===== src/rtl/digit_serial_core_pkg.sv =====
// Shared opcodes, FSM encoding and opcode-class helpers for the digit-serial accumulator core.
package digit_serial_core_pkg;

  localparam int unsigned OP_W = 4;

  localparam logic [OP_W-1:0] OP_NOP  = 4'h0;
  localparam logic [OP_W-1:0] OP_LDI  = 4'h1;
  localparam logic [OP_W-1:0] OP_ADDI = 4'h2;
  localparam logic [OP_W-1:0] OP_SUBI = 4'h3;
  localparam logic [OP_W-1:0] OP_ANDI = 4'h4;
  localparam logic [OP_W-1:0] OP_ORI  = 4'h5;
  localparam logic [OP_W-1:0] OP_XORI = 4'h6;
  localparam logic [OP_W-1:0] OP_RSV  = 4'h7;
  localparam logic [OP_W-1:0] OP_LD   = 4'h8;
  localparam logic [OP_W-1:0] OP_ADD  = 4'h9;
  localparam logic [OP_W-1:0] OP_SUB  = 4'hA;
  localparam logic [OP_W-1:0] OP_AND  = 4'hB;
  localparam logic [OP_W-1:0] OP_OR   = 4'hC;
  localparam logic [OP_W-1:0] OP_XOR  = 4'hD;
  localparam logic [OP_W-1:0] OP_ST   = 4'hE;
  localparam logic [OP_W-1:0] OP_OUT  = 4'hF;

  typedef enum logic [1:0] {
    ST_IDLE   = 2'd0,
    ST_EXEC   = 2'd1,
    ST_COMMIT = 2'd2
  } state_t;

  function automatic logic is_alu_op(input logic [OP_W-1:0] op);
    return ((op >= OP_ADDI) && (op <= OP_XORI)) || ((op >= OP_ADD) && (op <= OP_XOR));
  endfunction

  function automatic logic is_sub_op(input logic [OP_W-1:0] op);
    return (op == OP_SUBI) || (op == OP_SUB);
  endfunction

  function automatic logic is_arith_op(input logic [OP_W-1:0] op);
    return (op == OP_ADDI) || (op == OP_ADD) || is_sub_op(op);
  endfunction

endpackage


===== src/rtl/digit_serial_core_alu.sv =====
// One DIGIT_W-wide ALU slice; carry in/out chain the slices across EXEC cycles.
module digit_serial_core_alu
  import digit_serial_core_pkg::*;
#(
  parameter int unsigned DIGIT_W = 1
) (
  input  logic [DIGIT_W-1:0] a,
  input  logic [DIGIT_W-1:0] b,
  input  logic               cin,
  input  logic [OP_W-1:0]    op,
  output logic [DIGIT_W-1:0] y,
  output logic               cout
);

  logic [DIGIT_W-1:0] b_eff;
  logic [DIGIT_W:0]   sum;

  // Subtraction is a + ~b + 1, the +1 arriving as the first digit's carry-in
  always_comb begin
    b_eff = is_sub_op(op) ? ~b : b;
    sum   = {1'b0, a} + {1'b0, b_eff} + (DIGIT_W+1)'(cin);
    y     = sum[DIGIT_W-1:0];
    cout  = sum[DIGIT_W];
    case (op)
      OP_ANDI, OP_AND: begin y = a & b; cout = cin; end
      OP_ORI,  OP_OR:  begin y = a | b; cout = cin; end
      OP_XORI, OP_XOR: begin y = a ^ b; cout = cin; end
      default: ;
    endcase
  end

endmodule


===== src/rtl/digit_serial_core.sv =====
// Accumulator CPU core: DATA_W datapath processed DIGIT_W bits per EXEC cycle, LSB digit first.
module digit_serial_core
  import digit_serial_core_pkg::*;
#(
  parameter  int unsigned DATA_W   = 8,
  parameter  int unsigned DIGIT_W  = 1,
  parameter  int unsigned NUM_REGS = 4,
  localparam int unsigned REG_AW   = $clog2(NUM_REGS)
) (
  input  logic              clk,
  input  logic              rst,
  input  logic              instr_valid,
  output logic              instr_ready,
  input  logic [OP_W-1:0]   instr_op,
  input  logic [REG_AW-1:0] instr_rs,
  input  logic [DATA_W-1:0] instr_imm,
  output logic              busy,
  output logic              done,
  output logic              flag_c,
  output logic              flag_z,
  output logic [DATA_W-1:0] acc_out,
  output logic [DATA_W-1:0] out_result,
  output logic              out_valid
);

  localparam int unsigned NDIG  = DATA_W / DIGIT_W;
  localparam int unsigned CNT_W = $clog2(NDIG) + 1;

  state_t              state, state_nxt;
  logic                accept, last;
  logic [OP_W-1:0]     op_q;
  logic [DATA_W-1:0]   acc, a_sh, b_sh, a_nxt, b_sel;
  logic [DATA_W-1:0]   regs [NUM_REGS];
  logic [CNT_W-1:0]    cnt;
  logic                carry, alu_cout;
  logic [DIGIT_W-1:0]  alu_y;

  digit_serial_core_alu #(.DIGIT_W(DIGIT_W)) u_alu (
    .a    (a_sh[DIGIT_W-1:0]),
    .b    (b_sh[DIGIT_W-1:0]),
    .cin  (carry),
    .op   (op_q),
    .y    (alu_y),
    .cout (alu_cout)
  );

  assign b_sel   = instr_op[3] ? regs[instr_rs] : instr_imm;
  // Result digit enters at the top as the shadow shifts right
  assign a_nxt   = (a_sh >> DIGIT_W) | (DATA_W'(alu_y) << (DATA_W - DIGIT_W));
  assign acc_out = acc;

  always_ff @(posedge clk) begin
    if (rst) state <= ST_IDLE;
    else     state <= state_nxt;
  end

  always_comb begin
    state_nxt = state;
    accept    = 1'b0;
    last      = 1'b0;
    case (state)
      ST_IDLE: if (instr_valid) begin
        accept    = 1'b1;
        state_nxt = is_alu_op(instr_op) ? ST_EXEC : ST_COMMIT;
      end
      ST_EXEC: if (cnt == CNT_W'(NDIG - 1)) begin
        last      = 1'b1;
        state_nxt = ST_COMMIT;
      end
      ST_COMMIT: state_nxt = ST_IDLE;
      default:   state_nxt = ST_IDLE;
    endcase
  end

  // Architectural writes land on the edge entering COMMIT so they are visible alongside done
  always_ff @(posedge clk) begin
    if (rst) begin
      instr_ready <= 1'b1;
      busy        <= 1'b0;
      done        <= 1'b0;
      out_valid   <= 1'b0;
      flag_c      <= 1'b0;
      flag_z      <= 1'b0;
      acc         <= '0;
      out_result  <= '0;
      op_q        <= OP_NOP;
      a_sh        <= '0;
      b_sh        <= '0;
      cnt         <= '0;
      carry       <= 1'b0;
      for (int unsigned i = 0; i < NUM_REGS; i++) regs[i] <= '0;
    end else begin
      instr_ready <= (state_nxt == ST_IDLE);
      busy        <= (state_nxt != ST_IDLE);
      done        <= 1'b0;
      out_valid   <= 1'b0;
      if (accept) begin
        op_q  <= instr_op;
        a_sh  <= acc;
        b_sh  <= b_sel;
        cnt   <= '0;
        carry <= is_sub_op(instr_op);
        if (!is_alu_op(instr_op)) begin
          done <= 1'b1;
          case (instr_op)
            OP_LDI, OP_LD: begin
              acc    <= b_sel;
              flag_z <= (b_sel == '0);
            end
            OP_ST:  regs[instr_rs] <= acc;
            OP_OUT: begin
              out_result <= acc;
              out_valid  <= 1'b1;
            end
            default: ;
          endcase
        end
      end else if (state == ST_EXEC) begin
        a_sh  <= a_nxt;
        b_sh  <= b_sh >> DIGIT_W;
        carry <= alu_cout;
        cnt   <= cnt + CNT_W'(1);
        if (last) begin
          done   <= 1'b1;
          acc    <= a_nxt;
          flag_z <= (a_nxt == '0);
          if (is_arith_op(op_q)) flag_c <= alu_cout;
        end
      end
    end
  end

endmodule


===== config.mk =====
export PLATFORM = sky130hd
export DESIGN_NAME = digit_serial_core
export DESIGN_NICKNAME = d
export VERILOG_FILES = /design/src/rtl/digit_serial_core_pkg.sv /design/src/rtl/digit_serial_core_alu.sv /design/src/rtl/digit_serial_core.sv
export SDC_FILE = /design/constraint.sdc
export NUM_CORES = 1
export LEC_CHECK = 0
export ABC_AREA = 1
export CAP_MARGIN = 25
export CORE_MARGIN = 10
export CORE_UTILIZATION = 49
export CTS_CLUSTER_SIZE = 16
export DETAILED_ROUTE_END_ITERATION = 10
export DONT_BUFFER_PORTS = 1
export HOLD_SLACK_MARGIN = 0.1
export PLACE_DENSITY = 0.65
export SLEW_MARGIN = 15
export SYNTH_ARGS = -nofsm -noshare
export SYNTH_HDL_FRONTEND = slang
export SYNTH_HIERARCHICAL = 1
export SYNTH_SLANG_ARGS = --single-unit

===== constraint.sdc =====
create_clock -name clk -period 3.8 [get_ports clk]
set_clock_uncertainty 0.15 [all_clocks]
set_input_delay 0.76 -clock clk [delete_from_list [all_inputs] [get_ports clk]]
set_output_delay 0.76 -clock clk [all_outputs]
set_load 0.03 [all_outputs]

==> results of run 1 <==
==> kinds of logic (layout without fill, tap and decap cells) <==
group | after synthesis | count (layout) | synth area share [%]
adder cells (fa/ha/maj) | 4 | 4 | 1.47
AO/OA/AOI/OAI | 80 | 80 | 11.2
AND/OR/NAND/NOR | 251 | 251 | 28.2
buffers and inverters | 76 | 78 | 8.95
flip-flops | 81 | 81 | 49.4
other | 0 | 1 | 0
XOR/XNOR | 3 | 3 | 0.669
==> sequential cells by signal, summed over array words and instances (netlist names) <==
register / cells
regs: 32
a_sh: 8
acc_out: 8
b_sh: 8
out_result: 8
cnt: 4
op_q: 4
state: 2
busy: 1
carry: 1
done: 1
flag_c: 1
flag_z: 1
instr_ready: 1
out_valid: 1
==> final cells by class <==
type	count	share of cell area (%)
diodes	1	0.0603
clock buffers	9	2.98
clock inverters	7	1.84
inverters	59	5.39
multi-input cells	338	39.3
flip-flops and latches	81	46.8
well taps	102	3.07
repair buffers	3	0.542
==> metrics by stage <==
step	worst slack [ns]	power [mW]	hold slack (ns)	cell area, sq um
after floorplan	1.33	1.20	0.294	3930
after global placement	0.960	1.24	0.309	3950
after detailed placement	0.913	1.25	0.314	3950
after CTS	1.25	1.89	0.289	4150
after global routing	1.05	1.95	0.294	4150
final	1.23	1.87	0.304	4150
==> power groups by stage <==
stage	Combinational [mW]	Sequential, mW	Clock, mW
2_1_floorplan	0.196	1.01	0
3_3_place_gp	0.227	1.02	0
3_5_place_dp	0.230	1.02	0
4_1_cts	0.232	0.997	0.656
5_1_grt	0.266	1.01	0.680
6_report	0.231	0.997	0.645
==> worst max-delay path, delay by kind of cell, from the launching register on <==
| family | cells | cell delay [ns] |
|---|---|---|
| and+or+nand+nor | 6 | 1.01 |
| DFF | 1 | 0.34 |
| buffers and inverters | 4 | 0.71 |
==> path summary, 6_finish.rpt <==
kind	from	cells past startpoint	slack, ns	end
min	rst	1	0.30	out_result[2]
max reg2reg	state[1]	10	1.23	regs[0][2]
min reg2reg	b_sh[7]	2	0.32	b_sh[7]
max	state[1]	10	1.23	regs[0][2]
==> synth_stat cells (3+ instances only) <==
cell and instances:
nand3_1 38, buf_2 6, inv_1 50, nand4_1 4, nand2_2 5, nor2_2 7
nand2_1 112, o22ai_1 3, a21oi_1 22, clkbuf_1 3, edfxtp_1 32, o21ai_0 35
inv_2 8, a31oi_1 16, or2_2 6, ha_1 3, dfxtp_1 49, buf_6 5
nor2_1 68
==> per-layer routing <==
metal,GRT usage (%),share of wire [%]
met1,21.9,44
met2,25.0,44
met3,5.09,9.6
met4,7.06,2.2
met5,0,0.13
==> layout by cell type (no fill, tap or decap), types with 2 or more instances in the layout <==
cell / synthesis / final
ha_1: 3 / 3
buf_4: 2 / 3
nand4_1: 4 / 4
inv_1: 50 / 50
edfxtp_1: 32 / 32
clkinv_4: 0 / 2
o21ai_0: 35 / 35
a21oi_1: 22 / 22
nor2_1: 68 / 68
nor2_2: 7 / 7
nand3_1: 38 / 38
inv_4: 1 / 3
nand2_2: 5 / 5
inv_2: 8 / 8
dfxtp_1: 49 / 49
nand2_1: 112 / 112
o22ai_1: 3 / 3
xor2_1: 2 / 2
clkbuf_8: 0 / 9
nor4_1: 2 / 2
or2_2: 6 / 6
a31oi_1: 16 / 16
nor2_4: 2 / 2
==> impl_metrics.toml, run 1 <==
[synth]
yosysUniqueCellTypes = 38
ys_ff_latch = 81
synthFlopType = "dfxtp_1"
synth_top_area_share_pct = 25.0
netlist_area_sq_mm = 0.00393
yosysSeqAreaShare_pct = 49.4
synthArstFlopShare_pct = 0
yosys_warnings = 6
synth_area_leader_cell = "dfxtp_1"
synth_nets = 516
ys_top_cells_by_area = "dfxtp_1 25%, edfxtp_1 24%, nand2_1 11%, nor2_1 6.5%, nand3_1 4.8%"
synth_edf_count = 32
synth_cells = 495
avgSynthCellArea_sq_um = 7.93

[detailed_routing]
route.detailed.drc = 0
postRouteWirelength_microns = 9650
ant_nets = 0
wl_per_cell_microns = 16.1
firstDrtPassIters = 5
dr_total_vias = 3236
vias_per_cell = 5.39
drt_iter0_markers = 226

[timing]
finalCritPeriodShare_pct = 67.5
period_needed_ns = 2.57
finalHoldViolCount = 0
max_clock_freq_ghz = 0.390
setup_viol = 0
max_slew_margin_pct = 50.7
worst_slew_pin_slew_ns = 0.736
tns_ns = 0
slew_viol_final = 0
rsz0062_at_grt = "false"

[clock_network]
cts_resized = 0
cts_max_path_buffers = 2
cts_buffers = 9
cts.htree.levels = 3
clock_sinks = 81
hold_buffers = 0
cts_setup_buffers = 0
clock-root-buffer = "clkbuf_8"
clk-insertion-delay-late_ns = 0.36
cts.clk_slew.worst_paths_ns = 0.09
tritoncts = "yes"

[power]
sequentialPowerShare_pct = 53.2
leakage_nw = 1.63
p_comb_share_pct = 12.4
powerDensity_mw_per_mm2 = 451
p_int_mw = 1.33
p_sw_mw = 0.544
power.share.clock_pct = 34.4
ir_drop_v = 0.000290
swShare_pct = 29.0

[place]
hpwl_microns = 7020
dp.cells = 583
gp_congestion = 0.866
io_buffers = 0

[setup_path]
path_class = "reg2reg"
cp-end-kind = "flop"
startpoint_type = "flop"
cpPeakStageDelay_ns = 0.34
slowest_stage = "dfxtp_1"
cp.arrival_ns = 2.45
path_cells = "inv_1, nand3_2, buf_4, inv_2, nand2_1, nor2_2, inv_2, nor2_4, nand2_2, nand2_1"
worstPathRequired_ns = 3.68
crit_path_max_fanout = 22

[cells_and_area]
ff_latch_area_sq_mm = 0.00194
utilization_pct = 53.5
syn2layout_area_growth_pct = 5.73
nNetsFinal = 513
fillers = 762
multi_input_area_sq_mm = 0.00163
instances_no_fill = 600
drive_gt1_share_pct = 11.1

[global_routing]
grt.overflow.total = 0
antenna_found_initial = 2
grt_use_total_pct = 16.7
grt_pass1_vias = 2958
grt_max_degree = 34
grt_pass1_wl_microns = 15400

[floorplan]
die_w_microns = 110
die_area_sq_mm = 0.0120
start_util_pct = 50.6
coreArea_sq_mm = 0.00777
io_pins = 39
die_y_microns = 110
rows = 32

[min_path]
min_path_type = "in2reg"

[status]
status = "completed"

[job]
maxCapViolCount = 0
Power figures use the tool's default switching activity.
==> run 2: changes to the inputs <==
--- a/config.mk
+++ b/config.mk
@@ -13,7 +13,7 @@
 export DETAILED_ROUTE_END_ITERATION = 10
 export DONT_BUFFER_PORTS = 1
 export HOLD_SLACK_MARGIN = 0.1
-export PLACE_DENSITY = 0.65
+export PLACE_DENSITY = 0.67
 export SLEW_MARGIN = 15
 export SYNTH_ARGS = -nofsm -noshare
 export SYNTH_HDL_FRONTEND = slang
==> constraint.sdc (replaced) <==
create_clock -name clk -period 2.3 [get_ports clk]
set_clock_uncertainty 0.15 [all_clocks]
set_input_delay 0.46 -clock clk [delete_from_list [all_inputs] [get_ports clk]]
set_output_delay 0.46 -clock clk [all_outputs]
set_load 0.03 [all_outputs]
==> run 2 against run 1 <==
Power up 61%. Critical path depth is the same. Final cell count increased by 1.5%. Combinational power is 82% higher.
==> impl_metrics.toml, run 2 (synthesis gave the netlist of run 1 again) <==
[clock_network]
clk-insertion-delay-late_ns = 0.35
cts_max_path_buffers = 2
cts.clk_slew.worst_paths_ns = 0.08
clock-root-buffer = "clkbuf_8"
cts.htree.levels = 3
tritoncts = "yes"
cts_buffers = 9
clock_sinks = 81

[floorplan]
start_util_pct = 50.6
coreArea_sq_mm = 0.00777
io_pins = 39
die_w_microns = 110
rows = 32
die_area_sq_mm = 0.0120
die_y_microns = 110

[timing]
setup_viol = 0
setup_ws_ns = 0.0794
max_slew_margin_pct = 64.7
slew_viol_final = 0
finalHoldViolCount = 0
period_needed_ns = 2.22
holdWs_ns = 0.111
max_clock_freq_ghz = 0.450
worst_slew_pin_slew_ns = 0.529
finalCritPeriodShare_pct = 96.5

[place]
gp_congestion = 0.832
io_buffers = 0
dp.cells = 588
hpwl_microns = 7020
pre_cts_ws_ns = 0.0885
dpl_cell_area_sq_mm = 0.00399

[cells_and_area]
top_register = "regs"
instances_no_fill = 609
final_common_cell = "nand2_1"
largest_reg_flops = 32
syn2layout_area_growth_pct = 7.68
nNetsFinal = 520
drive_gt1_share_pct = 13.7
design_area_sq_mm = 0.00423
most-common-layout-cells = "111 x nand2_1, 68 x nor2_1, 48 x inv_1"
fillers = 722

[global_routing]
grt_max_degree = 34
grt.overflow.total = 0
antenna_found_initial = 2
grt_use_total_pct = 16.9
grt_pass1_vias = 3147
grt_pass1_wl_microns = 16000

[power]
leakage_nw = 1.65
powerDensity_mw_per_mm2 = 713
ir_drop_v = 0.000437

[setup_path]
critPathBufInv = 1
worstPathRequired_ns = 2.43
startpoint_type = "flop"
crit_family = "adder cells"
cp.arrival_ns = 2.35
cpPeakStageDelay_ns = 0.51
path_class = "reg2reg"
slowest_stage = "fa_1"
cp-end-kind = "flop"
crit_path_max_fanout = 7
path_cells = "nand2_1, o22ai_2, xor2_1, fa_1, inv_1, nand3_1, nand2_2, nor4_4, a31oi_1, a21oi_1"

[detailed_routing]
ant_nets = 0
route.detailed.drc = 0
vias_per_cell = 5.24
firstDrtPassIters = 4
wl_per_cell_microns = 15.8
drt_iter0_markers = 267
dr_total_vias = 3193
postRouteWirelength_microns = 9630

[job]
maxCapViolCount = 0

[status]
status = "completed"

[min_path]
min_path_type = "in2reg"
run 2: layout make-up:
type | count | area, sq um | share of cell area [%]
Tap cell | 102 | 128 | 3.02
Timing Repair Buffer | 10 | 80.1 | 1.89
Multi-Input combinational cell | 338 | 1660 | 39.2
Sequential cell | 81 | 1950 | 46.2
Inverter | 59 | 224 | 5.30
Clock buffer | 9 | 124 | 2.93
Clock inverter | 7 | 53.8 | 1.27
Antenna cell | 3 | 7.51 | 0.178
run 2: timing repair:
item | CTS | global route
resized for setup | 0 | 13
hold buffers | 2 | 0
buffers inserted | 0 | 0
endpoints found under the hold margin | 14 | 0
endpoints found under the setup margin | 0 | 3
run 2: metal layers:
| metal | routed length, microns | track usage [%] | part of all wire, % |
|---|---|---|---|
| met2 | 4370 | 25.9 | 45 |
| met1 | 4380 | 22.5 | 45 |
| met3 | 793 | 5.73 | 8.2 |
| met4 | 87 | 3.90 | 0.90 |
| met5 | 0 | 0 | 0 |
run 2: path summary, 6_finish.rpt:
path	slack [ns]	start	end	cells after the start
worst min-delay path	0.11	instr_op[0]	op_q[0]	2
worst min register to register	0.32	b_sh[7]	b_sh[7]	2
worst max register to register	0.08	op_q[0]	flag_z	10
worst max-delay path	0.08	op_q[0]	flag_z	10
run 2: worst reg2reg max path: stages, from the launching register on:
cell and delay, ns:
dfxtp_4 0.39, nand2_1 0.09, o22ai_2 0.18, xor2_1 0.10, fa_1 0.51, inv_1 0.04, nand3_1 0.08, nand2_2 0.10
nor4_4 0.23, a31oi_1 0.11, a21oi_1 0.17
run 2: per-stage QoR:
stage | power, mW | TNS (ns) | utilization, %
6_report | 3.01 | 0 | 54.4
5_1_grt | 3.17 | -0.0357 | 54.4
4_1_cts | 3.00 | 0 | 53.9
3_5_place_dp | 2.07 | 0 | 51.3
3_3_place_gp | 2.06 | 0 | 51.3
2_1_floorplan | 1.99 | 0 | -
run 2: report_power, final:
part,switching [mW],leakage (nW),internal [mW]
sequential,0.0860,0.734,1.57
clock,0.542,0.0823,0.399
combinational,0.279,0.832,0.141
total,0.907,1.65,2.11
==> run 3: changes to the inputs <==
--- a/config.mk
+++ b/config.mk
@@ -9,7 +9,7 @@
 export CAP_MARGIN = 25
 export CORE_MARGIN = 10
 export CORE_UTILIZATION = 49
-export CTS_CLUSTER_SIZE = 16
+export CTS_CLUSTER_SIZE = 8
 export DETAILED_ROUTE_END_ITERATION = 10
 export DONT_BUFFER_PORTS = 1
 export HOLD_SLACK_MARGIN = 0.1
==> results of run 3 <==
Final layout, timing and power as in run 2 (identical DEF).
